### src/rtl/logic_gate_bank_pipe.sv
// rtl/logic_gate_bank_pipe.sv - WIDTH-channel selectable 2-input gate bank with PIPE-stage output
// pipeline, valid/ready handshake and a built-in self-test sequencer.
module logic_gate_bank_pipe #(
  parameter int WIDTH = 4,
  parameter int PIPE  = 1
) (
  input  logic             clk,
  input  logic             rst,
  input  logic             in_valid,
  output logic             in_ready,
  input  logic [WIDTH-1:0] a,
  input  logic [WIDTH-1:0] b,
  input  logic [2:0]       mode,
  output logic             y_valid,
  input  logic             y_ready,
  output logic [WIDTH-1:0] y,
  input  logic             fault_inj,
  input  logic             bist_start,
  output logic             bist_busy,
  output logic             bist_done,
  output logic             bist_pass
);

  // Bit n of the golden table is the gate output for mode=n[4:2], a=n[1], b=n[0].
  localparam logic [31:0] GOLDEN = 32'hC39617E8;

  typedef enum logic [2:0] {IDLE, DRAIN, RUN, FLUSH, DONE} state_t;

  state_t           state;
  logic [4:0]       cnt;
  logic             fail;
  logic [WIDTH-1:0] sd  [PIPE];
  logic [WIDTH-1:0] din [PIPE];
  logic [PIPE-1:0]  sv;
  logic [PIPE-1:0]  st;
  logic [PIPE-1:0]  se;
  logic             stall, run, adv, mis;
  logic [2:0]       g_mode;
  logic [WIDTH-1:0] g_a, g_b, gate_y;

  assign y_valid  = sv[PIPE-1];
  assign y        = sd[PIPE-1];
  assign stall    = y_valid & ~y_ready;
  assign in_ready = ~stall & ~bist_busy;
  assign run      = (state == RUN);
  assign adv      = ~stall | run;

  assign g_mode = run ? cnt[4:2] : mode;
  assign g_a    = run ? {WIDTH{cnt[1]}} : a;
  assign g_b    = run ? {WIDTH{cnt[0]}} : b;

  always_comb begin
    gate_y = '0;
    case (g_mode)
      3'd0: gate_y = g_a & g_b;
      3'd1: gate_y = g_a | g_b;
      3'd2: gate_y = ~(g_a & g_b);
      3'd3: gate_y = ~(g_a | g_b);
      3'd4: gate_y = g_a ^ g_b;
      3'd5: gate_y = ~(g_a ^ g_b);
      3'd6: gate_y = ~g_a;
      3'd7: gate_y = g_a;
    endcase
  end

  // Fault injection lands only on the load of the last stage.
  always_comb begin
    din[0] = gate_y;
    for (int i = 1; i < PIPE; i++) din[i] = sd[i-1];
    din[PIPE-1][0] = din[PIPE-1][0] ^ fault_inj;
  end

  // st marks self-test vectors, se carries their expected bit alongside.
  always_ff @(posedge clk) begin
    if (rst) begin
      for (int i = 0; i < PIPE; i++) sd[i] <= '0;
      sv <= '0;
      st <= '0;
      se <= '0;
    end else if (adv) begin
      for (int i = 0; i < PIPE; i++) sd[i] <= din[i];
      sv[0] <= in_valid & in_ready;
      st[0] <= run;
      se[0] <= GOLDEN[cnt];
      for (int i = 1; i < PIPE; i++) begin
        sv[i] <= sv[i-1];
        st[i] <= st[i-1];
        se[i] <= se[i-1];
      end
    end
  end

  assign mis = st[PIPE-1] & (sd[PIPE-1] != {WIDTH{se[PIPE-1]}});

  always_ff @(posedge clk) begin
    if (rst) begin
      state     <= IDLE;
      cnt       <= '0;
      fail      <= 1'b0;
      bist_busy <= 1'b0;
      bist_done <= 1'b0;
      bist_pass <= 1'b0;
    end else begin
      bist_done <= 1'b0;
      if (mis) fail <= 1'b1;
      case (state)
        IDLE: if (bist_start) begin
          state     <= DRAIN;
          bist_busy <= 1'b1;
          bist_pass <= 1'b0;
          fail      <= 1'b0;
        end
        DRAIN: if (sv == '0) begin
          state <= RUN;
          cnt   <= '0;
        end
        RUN: begin
          if (cnt == 5'd31) begin
            state <= FLUSH;
            cnt   <= '0;
          end else begin
            cnt <= cnt + 5'd1;
          end
        end
        FLUSH: begin
          if (cnt == 5'(PIPE - 1)) state <= DONE;
          else cnt <= cnt + 5'd1;
        end
        DONE: begin
          bist_done <= 1'b1;
          bist_pass <= ~fail;
          bist_busy <= 1'b0;
          state     <= IDLE;
        end
        default: state <= IDLE;
      endcase
    end
  end

endmodule
### config.mk
export PLATFORM = sky130hd
export DESIGN_NAME = logic_gate_bank_pipe
export DESIGN_NICKNAME = d
export VERILOG_FILES = /design/src/rtl/logic_gate_bank_pipe.sv
export SDC_FILE = /design/constraint.sdc
export NUM_CORES = 1
export LEC_CHECK = 0
export CAP_MARGIN = 0
export CORE_ASPECT_RATIO = 1.4
export CORE_MARGIN = 5
export CORE_UTILIZATION = 45
export DETAILED_ROUTE_END_ITERATION = 8
export GPL_ROUTABILITY_DRIVEN = 0
export HOLD_SLACK_MARGIN = 0.06
export PLACE_DENSITY = 0.67
export SYNTH_ARGS = -nofsm -noshare
export SYNTH_HDL_FRONTEND = slang
export SYNTH_SLANG_ARGS = --single-unit
### constraint.sdc
create_clock -name clk -period 5.42 [get_ports clk]
set_input_delay 1.084 -clock clk [delete_from_list [all_inputs] [get_ports clk]]
set_output_delay 1.084 -clock clk [all_outputs]
set_load 0.005 [all_outputs]
### After elaboration in Yosys (flattened, before gate mapping)

Memory sizes are Yosys's and may differ from the RTL's. A register that Yosys moved wholly into a read port is not among the register bits.
Index checks and enable logic that the tools add are counted.

* flip-flop bits (word level): 14
* bits in writable memories: 4
* ROM bits: 32
* input bits: 17
* output and inout port bits: 9
* logic and storage cells: 83
* memories: 2

* add/sub/neg operators: 1
* eq/ne operators: 18
* muxes and demuxes: 28
* bitwise gates (word level): 17
* reductions and logical operators: 9

Memory list
* (no name shown): depth 32, width 1, rd ports 1, clocked after Yosys merged registers in 1, write ports 0, RTL line 84 `se[0] <= GOLDEN[cnt];`
* sd: depth 1, width 4, rd ports 1, clocked after Yosys merged registers in 0, write ports 1, RTL line 32 `logic [WIDTH-1:0] sd [PIPE];`

Operators by type and width (number)
* 4-bit case mux with 8 select lines: 1
* 4-bit inverter: 4
* 3-bit equality test, second input constant: 5
* 3-bit 2-to-1 mux: 5
* 5-bit 2-to-1 mux: 3
* 5-bit case mux with 3 select lines: 1
* 3-bit by 2-bit equality test with 1-bit output, second input constant: 4
* 1-bit 2-to-1 mux: 12
* 4-bit 2-to-1 mux: 3
* 3-bit case mux with 4 select lines: 1
* 2-bit != test, second input constant: 4
* 3-bit by 1-bit equality test with 1-bit output, second input constant: 2
* 3-bit logical NOT: 2
* 5-bit by 1-bit adder with 5-bit output, second input constant: 1
* 5-bit equality test, second input constant: 1
* 5-bit logical NOT: 1
* 1-bit AND: 4
* 4-bit AND: 1
* 4-bit != test: 1
* 1-bit inverter: 4
* 4-bit bitwise OR: 1
* 1-bit case mux with 2 select lines: 2
* 4-bit AND reduction: 1
* 4-bit OR reduction: 1
* other kinds (8): 8

### Depth between registers and ports, before layout

Gate-level depths: netlist of run 1.

* depth after elaboration: 9
* gate-level depth with buffers: 13
* gate-level depth less buffers: 10

### Worst setup path before layout of run 1

OpenSTA, ideal clock, no wires.

* path kind: reg2reg
* from: register state[1]
* to: memory sd[0][0] (data pin)
* setup time: 0.269 ns
* arrival: 2.428 ns
* required time: 5.151 ns
* slack: 2.723 ns
* stages on the path, launching flop included: 13
* buffers on the path: 3
* period minus slack after synthesis: 2.697 ns
* cell sequence: dfxtp_1 -> buf_4 -> or3b_1 -> buf_6 -> buf_6 -> nor2_1 -> a21o_1 -> inv_1 -> ha_1 -> a221oi_2 -> a31oi_1 -> o311ai_2 -> o41ai_2

* word-level cells in the longest chain between the ends: 7
* elaborated cells between the ends (all ways): 27
* classes of those cells: eq/ne: 8; mux: 8; bitwise: 9; reduce/logical: 2

Ends and longest elaborated chain
* start, declared: RTL line 29 `state_t state;`
* start signal, assigned: RTL line 97 `state <= IDLE;`
* start signal, assigned: RTL line 108 `state <= DRAIN;`
* start signal, assigned: RTL line 114 `state <= RUN;`
* 3-bit by 2-bit equality test with 1-bit output *: RTL line 45 `assign run = (state == RUN);`
* 4-bit 2-to-1 mux (tied with other cells): RTL line 49 `assign g_a = run ? {WIDTH{cnt[1]}} : a;`
* 4-bit bitwise XOR (tied with other cells): RTL line 59, 60
* 4-bit inverter (tied with other cells): RTL line 60 `3'd5: gate_y = ~(g_a ^ g_b);`
* 4-bit case mux with 8 select lines or 1-bit 2-to-1 mux (tied branches): RTL line 54, 81
* 1-bit bitwise XOR or 4-bit OR reduction (tied branches)
* 4-bit 2-to-1 mux (no line) *
* end, declared: RTL line 32

Mark *: on every way between the ends. The rest lies on a longest branch, timed or not.

### Final worst setup path of run 1

* from: input port y_ready
* to: output port in_ready

* word-level cells in the longest chain between the ends: 4

Ends and longest elaborated chain
* start, declared: RTL line 15 `input logic y_ready,`
* 1-bit inverter: RTL line 43 `assign stall = y_valid & ~y_ready;`
* 1-bit AND: RTL line 43
* 1-bit inverter: RTL line 44 `assign in_ready = ~stall & ~bist_busy;`
* 1-bit AND: RTL line 44
* end, declared: RTL line 10 `output logic in_ready,`

Every way passes these cells.

==> results of run 1 <==
[cells in the mapped netlist (3+ instances only)]
cell type,n,area [µm²]
inv_1,13,48.8
xor2_1,3,26.3
dfxtp_1,15,300
a21o_1,6,45.0
and3_1,3,18.8
ha_1,13,163
o21ai_0,11,55.1
nor3_1,7,35.0
clkbuf_1,6,22.5
a31oi_1,4,25.0
a21oi_1,20,100
edfxtp_1,4,120
buf_6,3,33.8
nor2_1,26,97.6
nand2_1,15,56.3
mux2i_1,4,40.0
[power by group]
group | internal, mW | total (mW) | leakage [nW] | switching (mW)
Clock | 0.0512 | 0.102 | 0.0255 | 0.0508
Combinational | 0.0729 | 0.150 | 0.595 | 0.0767
Sequential | 0.157 | 0.168 | 0.168 | 0.0112
Total | 0.281 | 0.420 | 0.788 | 0.139
[worst register-to-register path, delay by kind of cell, from the launching register on]
family          cells  cell delay (ns)
compound gates      5             1.03
fa+ha+maj           1             0.28
simple gates        2             1.02
buf+inv             1             0.04
flops               1             0.49
[per-layer routing]
| layer | share of wire [%] | up-vias |
|---|---|---|
| met5 | 0 | - |
| met1 | 38 | 682 |
| met2 | 57 | 22 |
| met4 | 1.6 | 0 |
| met3 | 2.7 | 6 |
| li1 | - | 714 |
[cells by family (layout without fill, tap and decap cells)]
kind of cell,after synthesis,in the layout
buffers and inverters,23,42
xor gates and xnor gates,5,5
muxes,8,8
AOI/OAI and AO/OA,54,54
DFF,19,19
and+or+nand+nor,69,69
adders and majority gates,13,13
[layout make-up]
cell class / instances / area, µm²
Tap cell: 40 / 50.0
Inverter: 13 / 48.8
Clock buffer: 3 / 41.3
Multi-Input combinational cell: 149 / 1010
Clock inverter: 1 / 5.00
Timing Repair Buffer: 25 / 250
Sequential cell: 19 / 420
Fill cell: 311 / 1530
[how the worst max path moves through the flow]
stage / end / cells after the start / slack (ns)
finish: in_ready / 4 / 2.07
global route: in_ready / 4 / 2.02
CTS: in_ready / 4 / 2.06
detailed placement: in_ready / 4 / 2.06
global placement: in_ready / 4 / 2.10
floorplan: sd[0][0] / 12 / 2.72
==> metrics.txt, run 1 <==
status=finished, final reports clean; Slew @ Worst Pin=0.671 ns; Pwr Total=420 µW; largest registers=cnt: 5 flops, sd: 4 flops, state: 3 flops; Reg2Reg Depth=9; CTS tree=yes; flop-to-flop setup slack=2.31 ns; crit path max fanout=2; adder-cell area share of the yosys netlist=10.6%; P_leak=0.788 nW; Hold Fails Final Rpt=0; most common cell after layout, fill and taps aside=nor2_1; Reg with most FFs=cnt; initial DRC count=24; Core ar.=3350 µm²; EDFF count, synth=4; Starting Density=46.0%; Tcrit/Tclk final=61.8%; via count=1424; Clock transition at path regs=0.08 ns; gr ovfl total=0; VDD IR max=0.115 mV; yosys warns=0; H-tree levels=1; setup TNS=0 ns; simple-gate area share of the yosys netlist=22.2%; post-route non-filler standard cell count=250; hold_sp=bist_pass; die height=79.2 µm; post-synthesis compound-gate area fraction=23.0%; initial antenna violation count=0; Primary FF master, synth=dfxtp_1; DRT Pass-1 Iters=4; # port buffers=25; met2 Resource Use GR=33.3%; global-route wire length before repair=6120 µm; clock tree buffer depth=2; Post-DRT Antenna Nets=0; crit-path max cell delay=0.53 ns; max cap viols=0; category of the most critical setup path=primary input to output pin; Req. time, crit path=4.34 ns; DRT Wirelength=3720 µm; Slew HR=55.3%; CP endpoint kind=output pin; cell row count=25; worst min path class=flip-flop to flip-flop; Syn-to-layout area delta=18.4%; Arr. time, crit path=2.27 ns; met3 GRT Util=2.11%; Placement Cell Area=1780 µm²; Max stage delay cell, worst path=clkdlybuf4s50_1; startpoint types=primary input; distinct cell type count of the synthesized netlist=45; n_diodes=0; asr flop ratio synth=0%; CTS Sinks=19; most used routing layer=met2; syn_area_per_cell=8.06 µm²; Hold WS=0.500 ns; PD cells=230 nW/µm²; post-CTS sizing=0; Cells after DPL=246; largest net degree at the start of global routing=18; Final setup violation count=0; post-CTS setup buffer count=0; fin. max-slew vios=0; HPWL Detailed=2920 µm; global-route met1 utilization=16.3%; most frequent cells in the layout=nor2_1 (26), clkdlybuf4s50_1 (25), a21oi_1 (20); total track usage=16.8%; Die Wd=59.4 µm; main combinational cell family by area after synthesis=compound AO/OA/AOI/OAI gates; hold_buf cts=0; Final Cell Area=1820 µm²; Remaining DRCs=0; Final Skew=0.00304 ns; Buf+Inv Stages, Crit Path=2; Layout Nets=241; multiplexer share of the synthesized area=6.75%; RSZ-0062 raised after global routing=false; reg2reg end=sd[0][0]; Place WS=2.06 ns; Synth Register Bits=19; fin crit period=3.35 ns; WL/cell=14.9 µm; register area share after synthesis=27.3%; routed vias/inst=5.70; Post-Syn Instances=191; Peak Freq=298 MHz; CP startpoint=y_ready; Worst R2R Start=state[1]; Hold Path End=bist_pass; Crit path max-delay family=buffers and inverters; Worst-Skew Late Latency=0.26 ns; Synth Area in XOR/XNOR=2.85%; vias in the first global route=1452; share of layout cells above drive strength 1=6.67%; CP cell instances=clkdlybuf4s50_1, nor2b_1, nor2_1, clkdlybuf4s50_1; Post-Syn Area=1540 µm²; net count after synthesis=221; CTS Buf Count=3; Hold Path Depth=2; # IOs=26; Final Core Density=54.4%; Root Buffer=clkbuf_8; full die area=4710 µm²; max reg flops=5; PnR worst setup slack=2.07 ns; crit-path most repeated cell=clkdlybuf4s50_1
Note: power is estimated with default switching activity, not from simulation.
==> run 2: changes to the inputs <==
clock period = 3.3 ns   (was 5.42 ns; I/O delays follow)
==> run 2 against run 1 <==
Against the previous run: register-to-register slack worse by 1.9 ns; sequential power up 65%; global-route usage up 0.34 points; count of clock-buffer cells in the layout unchanged; die area unchanged; flip-flop and latch count unchanged; clock power up 62%; critical path depth up 5; final area up 0.41%; first-iteration DRC count up 79%; combinational power up 65%.
==> metrics.txt, run 2 (same netlist as run 1, synthesis figures left out) <==
status=finished, final reports clean; most common cell after layout, fill and taps aside=nor2_1; Hold Fails Final Rpt=0; Worst-Skew Late Latency=0.25 ns; HPWL Detailed=2940 µm; initial DRC count=43; CP endpoint kind=flip-flop; hold_buf cts=0; Final Skew=0.00445 ns; max reg flops=5; H-tree levels=1; global-route wire length before repair=6280 µm; clock tree buffer depth=2; Core ar.=3350 µm²; total track usage=17.1%; CTS Sinks=19; setup TNS=0 ns; die height=79.2 µm; WL/cell=15.1 µm; Place WS=0.442 ns; fin crit period=2.88 ns; Int Pwr=463 µW; PD cells=376 nW/µm²; Tcrit/Tclk final=87.3%; Peak Freq=347 MHz; cell row count=25; vias in the first global route=1439; P_leak=0.793 nW; via count=1417; full die area=4710 µm²; Syn-to-layout area delta=18.9%; global-route met1 utilization=18.3%; Logic pwr share=35.8%; post-CTS sizing=0; RSZ-0062 raised after global routing=false; Final setup violation count=0; most used routing layer=met2; gr ovfl total=0; Req. time, crit path=3.30 ns; DRT Pass-1 Iters=5; startpoint types=flip-flop; Starting Density=46.0%; Reg with most FFs=cnt; sequential cell area=420 µm²; worst min path class=flip-flop to flip-flop; Final Core Density=54.7%; n_diodes=0; Die Wd=59.4 µm; category of the most critical setup path=flip-flop to flip-flop; Root Buffer=clkbuf_8; flop-to-flop setup slack=0.42 ns; met2 Resource Use GR=31.9%; VDD IR max=0.288 mV; Slew @ Worst Pin=0.609 ns; max cap viols=0; largest registers=cnt: 5 flops, sd: 4 flops, state: 3 flops; Clk pwr share=23.9%; fin. max-slew vios=0; initial antenna violation count=0; Clock transition at path regs=0.08 ns; Remaining DRCs=0; sequential power share=40.2%; area of the multi-input gates=1010 µm²; # port buffers=25; # IOs=26; routed vias/inst=5.65; met3 GRT Util=2.76%; CTS tree=yes; PnR worst setup slack=0.419 ns; Layout Nets=242; CTS Buf Count=3; Filler cells=318; Slew HR=59.2%; most frequent cells in the layout=nor2_1 (26), clkdlybuf4s50_1 (25), a21oi_1 (20); sw frac=32.7%; Arr. time, crit path=2.88 ns; share of layout cells above drive strength 1=7.11%; Post-DRT Antenna Nets=0; post-CTS setup buffer count=0; Switch Pwr=225 µW; largest net degree at the start of global routing=18; crit path max fanout=9; DRT Wirelength=3790 µm
[run 2: critical path, cell delays in order (launching register included)]
cell and delay (ns):
dfxtp_1 0.48, or3b_1 0.51, nor2_1 0.28, a21o_1 0.14, inv_1 0.04, ha_1 0.27
a221oi_2 0.30, a31oi_1 0.18, o311ai_2 0.30, o41ai_2 0.11
[run 2: routing by layer]
metal  part of all wire [%]  up-vias
li1                       -      718
met1                     40      670
met2                     56       25
met3                    3.1        4
met4                    1.1        0
met5                      0        -
[run 2: final cells by class]
cell class,instances,area share [%]
Sequential cell,19,23.0
Timing Repair Buffer,26,14.1
Clock inverter,1,0.274
Multi-Input combinational cell,149,55.0
Inverter,13,2.67
Clock buffer,3,2.26
Tap cell,40,2.74
[run 2: stage by stage]
stage	instance area (µm²)	hold WS (ns)	std cells	total power, mW
after global routing	1830	0.559	251	0.735
after CTS	1830	0.503	251	0.693
after floorplan	1540	0.455	191	0.446
after detailed placement	1780	0.484	247	0.528
final	1830	0.501	251	0.688
after global placement	1780	0.471	247	0.522
[run 2: worst paths after layout]
| kind | from | endpoint | depth (start not counted) |
|---|---|---|---|
| worst max-delay path | state[1] | sd[0][0] | 9 |
| worst min-delay path | bist_pass | bist_pass | 2 |
| worst max register to register | state[1] | sd[0][0] | 9 |
| worst min register to register | bist_pass | bist_pass | 2 |
[run 2: power groups by stage]
stage / sequential (mW) / clock (mW) / combinational, mW
after detailed placement: 0.282 / 0 / 0.246
after floorplan: 0.276 / 0 / 0.170
after global placement: 0.280 / 0 / 0.242
after CTS: 0.277 / 0.169 / 0.247
after global routing: 0.280 / 0.181 / 0.274
final: 0.277 / 0.165 / 0.247
